### src/rtl/clock_pkg.sv
// Shared clock-domain types and helpers: chime FSM states, hour constants and
// BCD-to-binary conversion reused by the display path.
package clock_pkg;

    typedef enum logic [2:0] {
        IDLE,
        LOAD,
        BEEP,
        GAP,
        DONE
    } chime_state_t;

    localparam int         HOURS_PER_HALF_DAY = 12;
    localparam logic [7:0] MAX_HOUR_BCD       = 8'h23;

    // Wide enough for any pair of nibbles, so malformed BCD still compares sanely.
    function automatic logic [7:0] bcd_to_bin(input logic [7:0] bcd);
        return ({4'd0, bcd[7:4]} * 8'd10) + {4'd0, bcd[3:0]};
    endfunction

endpackage

### src/rtl/edge_sync.sv
// Two-flop synchronizer followed by a rising-edge detector; pulse is high for
// one clk cycle per rising edge of async_in.
module edge_sync (
    input  logic clk,
    input  logic rst_n,
    input  logic async_in,
    output logic pulse
);

    logic meta;
    logic sync;
    logic sync_d;

    always_ff @(posedge clk or negedge rst_n) begin
        if (!rst_n) begin
            meta   <= 1'b0;
            sync   <= 1'b0;
            sync_d <= 1'b0;
        end else begin
            meta   <= async_in;
            sync   <= meta;
            sync_d <= sync;
        end
    end

    // Combinational so the FSM reacts in the same cycle the edge is seen.
    assign pulse = sync & ~sync_d;

endmodule

### src/rtl/hour_chime_ctrl.sv
// Hourly chime sequencer: on each hour event, beeps the buzzer once per hour on
// a 12-hour dial, with beep and gap lengths timed in tick_en pulses.
module hour_chime_ctrl
    import clock_pkg::*;
#(
    parameter int BEEP_TICKS = 2,
    parameter int GAP_TICKS  = 2,
    parameter int TCNT_W     = 4
) (
    input  logic       clk,
    input  logic       rst_n,
    input  logic       tick_en,
    input  logic       hour_changed,
    input  logic [7:0] hour,
    input  logic       chime_en,
    output logic       buzzer,
    output logic       busy,
    output logic [3:0] beep_idx,
    output logic       done,
    output logic       err
);

    localparam logic [TCNT_W-1:0] BEEP_LAST = TCNT_W'(BEEP_TICKS - 1);
    localparam logic [TCNT_W-1:0] GAP_LAST  = TCNT_W'(GAP_TICKS - 1);

    chime_state_t      state;
    chime_state_t      next_state;
    logic              trig;
    logic [7:0]        hour_q;
    logic [7:0]        hour_bin;
    logic [7:0]        half_bin;
    logic              hour_valid;
    logic [3:0]        chime_count;
    logic [3:0]        remaining;
    logic [TCNT_W-1:0] tcnt;

    edge_sync u_hour_sync (
        .clk      (clk),
        .rst_n    (rst_n),
        .async_in (hour_changed),
        .pulse    (trig)
    );

    // Hour decode: validity and 12-hour beep count (0 and 12 both chime 12).
    always_comb begin
        hour_bin    = bcd_to_bin(hour_q);
        hour_valid  = (hour_q[3:0] <= 4'd9) && (hour_q[7:4] <= 4'd2) &&
                      (hour_bin <= bcd_to_bin(MAX_HOUR_BCD));
        half_bin    = (hour_bin >= 8'(HOURS_PER_HALF_DAY)) ?
                      hour_bin - 8'(HOURS_PER_HALF_DAY) : hour_bin;
        chime_count = (half_bin == 8'd0) ? 4'(HOURS_PER_HALF_DAY) : 4'(half_bin);
    end

    always_comb begin
        next_state = state;
        case (state)
            IDLE: if (trig && chime_en) next_state = LOAD;
            LOAD: next_state = (chime_en && hour_valid) ? BEEP : IDLE;
            BEEP: begin
                if (!chime_en)
                    next_state = IDLE;
                else if (tick_en && tcnt == BEEP_LAST)
                    next_state = (remaining == 4'd1) ? DONE : GAP;
            end
            GAP: begin
                if (!chime_en)
                    next_state = IDLE;
                else if (tick_en && tcnt == GAP_LAST)
                    next_state = BEEP;
            end
            DONE:    next_state = IDLE;
            default: next_state = IDLE;
        endcase
    end

    // Outputs are registered from next_state so they line up with the new state.
    always_ff @(posedge clk or negedge rst_n) begin
        if (!rst_n) begin
            state  <= IDLE;
            buzzer <= 1'b0;
            busy   <= 1'b0;
            done   <= 1'b0;
            err    <= 1'b0;
        end else begin
            state  <= next_state;
            buzzer <= (next_state == BEEP);
            busy   <= (next_state != IDLE);
            done   <= (next_state == DONE);
            err    <= (state == LOAD) && chime_en && !hour_valid;
        end
    end

    always_ff @(posedge clk or negedge rst_n) begin
        if (!rst_n) begin
            hour_q    <= '0;
            remaining <= '0;
            tcnt      <= '0;
            beep_idx  <= '0;
        end else begin
            case (state)
                IDLE: if (trig && chime_en) hour_q <= hour;
                LOAD: begin
                    if (chime_en && hour_valid) begin
                        remaining <= chime_count;
                        beep_idx  <= 4'd1;
                        tcnt      <= '0;
                    end
                end
                BEEP: begin
                    if (chime_en && tick_en) begin
                        if (tcnt == BEEP_LAST) begin
                            tcnt <= '0;
                            if (remaining != 4'd1) remaining <= remaining - 4'd1;
                        end else begin
                            tcnt <= tcnt + TCNT_W'(1);
                        end
                    end
                end
                GAP: begin
                    if (chime_en && tick_en) begin
                        if (tcnt == GAP_LAST) begin
                            tcnt <= '0;
                            if (beep_idx < 4'd12) beep_idx <= beep_idx + 4'd1;
                        end else begin
                            tcnt <= tcnt + TCNT_W'(1);
                        end
                    end
                end
                default: ;
            endcase
        end
    end

endmodule
### config.mk
export PLATFORM = sky130hd
export DESIGN_NAME = hour_chime_ctrl
export DESIGN_NICKNAME = d
export VERILOG_FILES = /design/src/rtl/clock_pkg.sv /design/src/rtl/edge_sync.sv /design/src/rtl/hour_chime_ctrl.sv
export SDC_FILE = /design/constraint.sdc
export NUM_CORES = 1
export LEC_CHECK = 0
export BUFFER_PORTS_ARGS = -buffer_cell sky130_fd_sc_hd__buf_2
export CAP_MARGIN = 40
export CORE_MARGIN = 1.5
export CORE_UTILIZATION = 53
export CTS_BUF_LIST = sky130_fd_sc_hd__clkbuf_2
export CTS_CLUSTER_SIZE = 14
export DETAILED_ROUTE_END_ITERATION = 7
export GPL_TIMING_DRIVEN = 0
export PLACE_DENSITY = 0.82
export SYNTH_ARGS = -nofsm -noshare
export SYNTH_HDL_FRONTEND = slang
export SYNTH_SLANG_ARGS = --single-unit
### constraint.sdc
create_clock -name clk -period 4.1 [get_ports clk]
set_input_delay 0.82 -clock clk [delete_from_list [all_inputs] [get_ports clk]]
set_output_delay 0.82 -clock clk [all_outputs]
set_load 0.02 [all_outputs]
==> impl_metrics.tcl, run 1 <==
set metrics [dict create \
    worst-path-buf-inv 1 \
    cp_slowest_stage_delay_ns 0.56 \
    clock_latency_ns 0.37 \
    switchingPower_mw 0.4159 \
    cts_buffers 5 \
    path_depth 9 \
    wirelength_mm 3.646 \
    slew_violations 0 \
    layout_common_cells "30 x dfrtp_1, 21 x buf_2, 20 x nor2_1" \
    cp_top_family "adder cells" \
    holdPathStages 0 \
    wl_per_cell_um 15.19 \
    hold_path_end "u_hour_sync.sync" \
    syn_avg_cell_area_um2 10.60 \
    pin_count 21 \
    status "completed" \
    crit_slowest_cell "or4_4" \
    ys_seq_elements 30 \
    clock-sinks 30 \
    reg2reg_from "hour_q[5]" \
    cts_tree "done" \
    syn_inst 169 \
    p_leak_nw 0.9416 \
    pwr-share-comb 0.487 \
    dpl_worst_slack_ns 0.9065 \
    gp_congestion 0.8316 \
    path_cells "ha_1 > ha_1 > fa_1 > nand4b_1 > or4_4 > a211oi_2 > buf_4 > o41a_1 > a221oi_2" \
    start_util 0.5728 \
    end_kind "register" \
    syn2layout_area_growth_pct 10.61 \
    r2r_slack_ns 0.90 \
    setup-violations-final 0 \
    grt_usage 0.2239 \
    crit_path_start_kind "register" \
    final_common_cell "dfrtp_1" \
    first_global_vias 1353 \
    rr_worst_depth 9 \
    drc 0 \
    path_max_fanout 10 \
    dp.cells 233 \
    setup_tns_ns 0 \
    maxCapViolations 0 \
    hp-start "u_hour_sync.meta" \
    ys_seq_area_frac 0.4190 \
    r2r-end "remaining[3]" \
    hold_buffers 0 \
    row_count 20 \
    min_path_type "reg -> reg" \
    hold-worst-slack_ns 0.3772 \
    p_int_mw 0.5946 \
    peakVddDrop_mv 0.2832 \
    powerDensity_nw_per_um2 509.9 \
    io_buffers 20 \
    syn_nets 196 \
    crit_top_cell "ha_1" \
    yosys_warnings 0 \
    crit_required_ns 4.37 \
    diodes 0 \
    swShare 0.4116 \
    vias 1409 \
    final.period_utilization 0.7815 \
    die_w_um 61.14 \
    dieArea_um2 3738 \
    htree_levels 2 \
    drive_gt1_frac 0.2653 \
    root_buffer "clkbuf_2" \
    synth_cell_types 50 \
    path_clk_slew_ns 0.15 \
    tightest_slew_ns 0.7410 \
    rsz0062_at_grt "no" \
    hold_violations 0 \
    gr-total-overflow 0 \
    avgViaCountPerCell 5.871 \
    antenna_found_initial 0 \
    skew_ns 0.02160 \
    synth-main-ff-cell "dfrtp_1" \
    cts_resized 0 \
    synth_edf_count 0 \
    dr.pass1.iters 4 \
    netlist_area_um2 1792 \
    clockBufferDepth 2 \
    detailedRoute.firstIterationViolations 85 \
    post_cts_buffers 0 \
    worst-setup-path-type "reg -> reg" \
    cp.arrival_ns 3.47 \
    grt_max_degree 31 \
    p_clk_frac 0.136 \
    core_area_um2 3128 \
    ant_nets 0 \
    setup_ws_ns 0.8960 \
    nNetsFinal 223 \
    synth-async-reset-ratio 1.000 \
    fmax_ghz 0.3121 \
    grt_pass1_wl_mm 5.968 \
    power.share.sequential 0.377 \
    layout.cells.non_filler 240 \
    slew_headroom 0.5049 \
    dp.final_hpwl_mm 2.739 \
    fin_crit_ns 3.204 \
    die_y_um 61.14 \
]
-- synthesized netlist by cell type, drive strengths merged (4+ instances only) --
library cell / number / area share
a21oi: 10 / 0.032
dfrtp: 30 / 0.42
ha: 12 / 0.084
inv: 6 / 0.013
mux2: 11 / 0.069
mux2i: 4 / 0.022
nand2: 11 / 0.023
nand3: 4 / 0.011
nor2: 20 / 0.042
nor3: 7 / 0.029
o21ai: 5 / 0.014
xor2: 5 / 0.024
-- worst reg2reg max path: cells and delay by family (launching register included) --
family	cells	cell delay (ns)
adders and majority gates	3	1.11
DFF	1	0.46
buffers and inverters	1	0.25
and+or+nand+nor	2	0.66
AOI/OAI and AO/OA	3	0.63
-- sequential cells by signal (all words and copies together) (netlist names) --
name / flops
beep_idx: 4
busy: 1
buzzer: 1
done: 1
err: 1
hour_q: 8
remaining: 4
state: 3
tcnt: 4
u_hour_sync.meta: 1
u_hour_sync.sync: 1
u_hour_sync.sync_d: 1
-- worst max path at each step --
stage / startpoint / slack (ns) / endpoint
2_1_floorplan: hour_q[5] / 1.19 / remaining[3]
3_3_place_gp: hour_q[5] / 0.96 / remaining[3]
3_5_place_dp: hour_q[5] / 0.91 / remaining[3]
4_1_cts: hour_q[5] / 0.89 / remaining[3]
5_1_grt: hour_q[5] / 0.75 / remaining[3]
6_report: hour_q[5] / 0.90 / remaining[3]
-- through the flow --
step / power [mW] / utilization / area (µm²)
after floorplan: 0.7590 / - / 1792
after global placement: 0.8372 / 0.6224 / 1947
after detailed placement: 0.8689 / 0.6224 / 1947
after CTS: 1.011 / 0.6336 / 1982
after global routing: 1.089 / 0.6336 / 1982
final: 1.011 / 0.6336 / 1982
-- layout make-up --
cell class / count / area, µm²
multi-input combinational: 130 / 1002
clock buffer: 7 / 35.03
buffer: 3 / 16.27
tap: 44 / 55.05
sequential: 30 / 750.7
inverter: 6 / 22.52
timing repair buffer: 20 / 100.1
fill: 243 / 1146
-- power by group through the flow --
stage                     combinational, mW  sequential (mW)  clock, mW
after detailed placement              0.482            0.387          0
after floorplan                       0.376            0.383          0
after CTS                             0.488            0.381      0.142
after global routing                  0.545            0.390      0.155
after global placement                0.454            0.384          0
final                                 0.492            0.381      0.138
-- metal layers --
| metal | routed length [µm] | GRT usage | up-vias |
|---|---|---|---|
| met3 | 142 | 0.05672 | 7 |
| met1 | 1582 | 0.2611 | 689 |
| li1 | - | - | 670 |
| met5 | 0 | 0 | - |
| met2 | 1866 | 0.3936 | 43 |
| met4 | 54 | 0.08696 | 0 |
-- cell families (layout without fill, tap and decap cells) --
logic type,Yosys count,in the layout,share of synthesized area
xor+xnor,5,5,0.02444
fa+ha+maj,14,14,0.1061
buf+inv,9,36,0.02164
simple gates,65,65,0.2074
compound gates,31,31,0.1299
flops,30,30,0.4190
mux,15,15,0.09148
Note: power is estimated with default switching activity, not from simulation.
==> run 2: changes to the inputs <==
--- a/config.mk
+++ b/config.mk
@@ -5,6 +5,7 @@
 export SDC_FILE = /design/constraint.sdc
 export NUM_CORES = 1
 export LEC_CHECK = 0
+export ABC_AREA = 1
 export BUFFER_PORTS_ARGS = -buffer_cell sky130_fd_sc_hd__buf_2
 export CAP_MARGIN = 40
 export CORE_MARGIN = 1.5
@@ -13,7 +14,7 @@
 export CTS_CLUSTER_SIZE = 14
 export DETAILED_ROUTE_END_ITERATION = 7
 export GPL_TIMING_DRIVEN = 0
-export PLACE_DENSITY = 0.82
+export PLACE_DENSITY = 0.81
 export SYNTH_ARGS = -nofsm -noshare
 export SYNTH_HDL_FRONTEND = slang
 export SYNTH_SLANG_ARGS = --single-unit
==> constraint.sdc (replaced) <==
create_clock -name clk -period 3.3 [get_ports clk]
set_input_delay 0.66 -clock clk [delete_from_list [all_inputs] [get_ports clk]]
set_output_delay 0.66 -clock clk [all_outputs]
set_load 0.02 [all_outputs]
==> impl_metrics.tcl, run 2 <==
set metrics [dict create \
    hold_violations 0 \
    slew_violations 0 \
    slew_headroom 0.4589 \
    yosys_warnings 0 \
    final.period_utilization 0.9021 \
    diodes 0 \
    worst-setup-path-type "reg -> reg" \
    clockBufferDepth 2 \
    ant_nets 0 \
    fmax_ghz 0.3359 \
    pin_count 21 \
    layout_common_cells "72 x nand2_1, 34 x inv_1, 30 x dfrtp_1" \
    grt_max_degree 31 \
    p_leak_nw 1.164 \
    htree_levels 2 \
    peakVddDrop_mv 0.2803 \
    avgViaCountPerCell 5.052 \
    gr-total-overflow 0 \
    hold_buffers 0 \
    clock-sinks 30 \
    tightest_slew_ns 0.8042 \
    syn_nets 284 \
    vias 1667 \
    die_y_um 63.77 \
    drive_gt1_frac 0.1585 \
    setup_ws_ns 0.3232 \
    detailedRoute.firstIterationViolations 75 \
    path_max_fanout 6 \
    grt_pass1_wl_mm 6.920 \
    drc 0 \
    maxCapViolations 0 \
    post_cts_buffers 0 \
    syn_inst 257 \
    cts_tree "done" \
    root_buffer "clkbuf_2" \
    synth_commonest_cells "72 x nand2_1, 34 x inv_1, 30 x dfrtp_1" \
    min_path_type "in -> async" \
    grt_usage 0.2180 \
    netlist_area_um2 1957 \
    setup-violations-final 0 \
    fin_crit_ns 2.977 \
    synth-async-reset-ratio 1.000 \
    die_w_um 63.77 \
    io_buffers 20 \
    status "completed" \
    r2r-end "remaining[3]" \
    wl_per_cell_um 11.68 \
    syn_avg_cell_area_um2 7.614 \
    dp.final_hpwl_mm 2.903 \
    row_count 21 \
    cp.arrival_ns 3.26 \
    final_common_cell "nand2_1" \
    rr_worst_depth 15 \
    yosys.area.top_type_share 0.3836 \
    first_global_vias 1610 \
    ys_seq_elements 30 \
    largest_reg_flops 8 \
    cts_buffers 5 \
    cts_resized 0 \
    start_util 0.5685 \
    ys_seq_area_frac 0.3836 \
    skew_ns 0.01877 \
    synth-main-ff-cell "dfrtp_1" \
    synth_edf_count 0 \
    dieArea_um2 4066 \
    path_clk_slew_ns 0.16 \
    powerDensity_nw_per_um2 647.7 \
    end_kind "register" \
    synth_top_area_cell "dfrtp_1" \
    synthTopCellsByArea "dfrtp_1 38%, nand2_1 14%, ha_1 7.7%, inv_1 6.5%, nand3_1 4.1%" \
    gp_congestion 0.8935 \
    setup_tns_ns 0 \
    crit_path_start_kind "register" \
    dr.pass1.iters 4 \
    reg2reg_from "hour_q[5]" \
    crit_required_ns 3.59 \
    r2r_slack_ns 0.32 \
    register_area_um2 750.7 \
    synth_cell_types 36 \
    syn2layout_area_growth_pct 11.06 \
    fillers 301 \
    wirelength_mm 3.855 \
    clock_latency_ns 0.36 \
    core_area_um2 3442 \
    multi_input_area_um2 1064 \
    nNetsFinal 311 \
    synth.most_common_cell "nand2_1" \
    antenna_found_initial 0 \
    postLayoutCoreUtil 0.6314 \
    top_register "hour_q" \
    dpl_worst_slack_ns 0.3547 \
    rsz0062_at_grt "no" \
]
==> run 2: how the worst max path moves through the flow <==
stage                     startpoint      endpoint  slack, ns  cells after the start
after detailed placement   hour_q[5]  remaining[3]       0.35                     15
after global placement     hour_q[5]  remaining[3]       0.42                     15
final                      hour_q[5]  remaining[3]       0.32                     15
after CTS                  hour_q[5]  remaining[3]       0.33                     15
after floorplan            hour_q[5]  remaining[2]       0.62                     16
after global routing       hour_q[5]  remaining[3]       0.02                     15
==> run 2: layout make-up <==
class	count	area share
clock inverters	2	0.01554
clock buffers	5	0.01151
repair buffers	20	0.04606
plain buffers	1	0.001727
well taps	46	0.02648
inverters	37	0.06390
flip-flops and latches	30	0.3454
multi-input cells	189	0.4894
==> run 2: per-layer routing <==
metal	global-route usage	vias to the layer above	part of all wire
met2	0.3711	29	0.46
met4	0.05707	0	0.0093
met1	0.2770	743	0.49
met3	0.05458	5	0.039
li1	-	890	-
met5	0	-	0
==> run 2: metrics by stage <==
stage	power [mW]	instance area, µm²	instances	hold WS [ns]
6_report	1.408	2173	330	0.2879
3_3_place_gp	1.141	2115	323	0.3340
5_1_grt	1.557	2173	330	0.3459
2_1_floorplan	1.022	1957	257	0.3312
4_1_cts	1.414	2173	330	0.3055
3_5_place_dp	1.162	2115	323	0.3492
==> run 2: where the power goes <==
part           internal [mW]  switching (mW)
registers              0.420          0.0532
logic                  0.252           0.436
clock network          0.122           0.124
==> run 2: worst max-delay path: stages, from the launching register on <==
cell      delay (ns)
dfrtp_1         0.47
ha_1            0.33
ha_1            0.22
fa_1            0.55
nand2_1         0.08
nor2_1          0.09
nand2_1         0.07
nand3_1         0.09
nand2_1         0.10
nor2_2          0.15
nand3_2         0.13
o21ai_0         0.11
nand3_1         0.14
o21bai_1        0.18
nand2_1         0.07
a21oi_1         0.12
==> run 2: cells by family (layout without fill, tap and decap cells) <==
logic type,count (synthesis),count (layout),share of synthesized area
DFF,30,30,0.3836
xor gates and xnor gates,5,5,0.02238
buffers and inverters,38,65,0.07289
AOI/OAI and AO/OA,38,38,0.1234
adders and majority gates,14,14,0.09719
and+or+nand+nor,132,132,0.3005
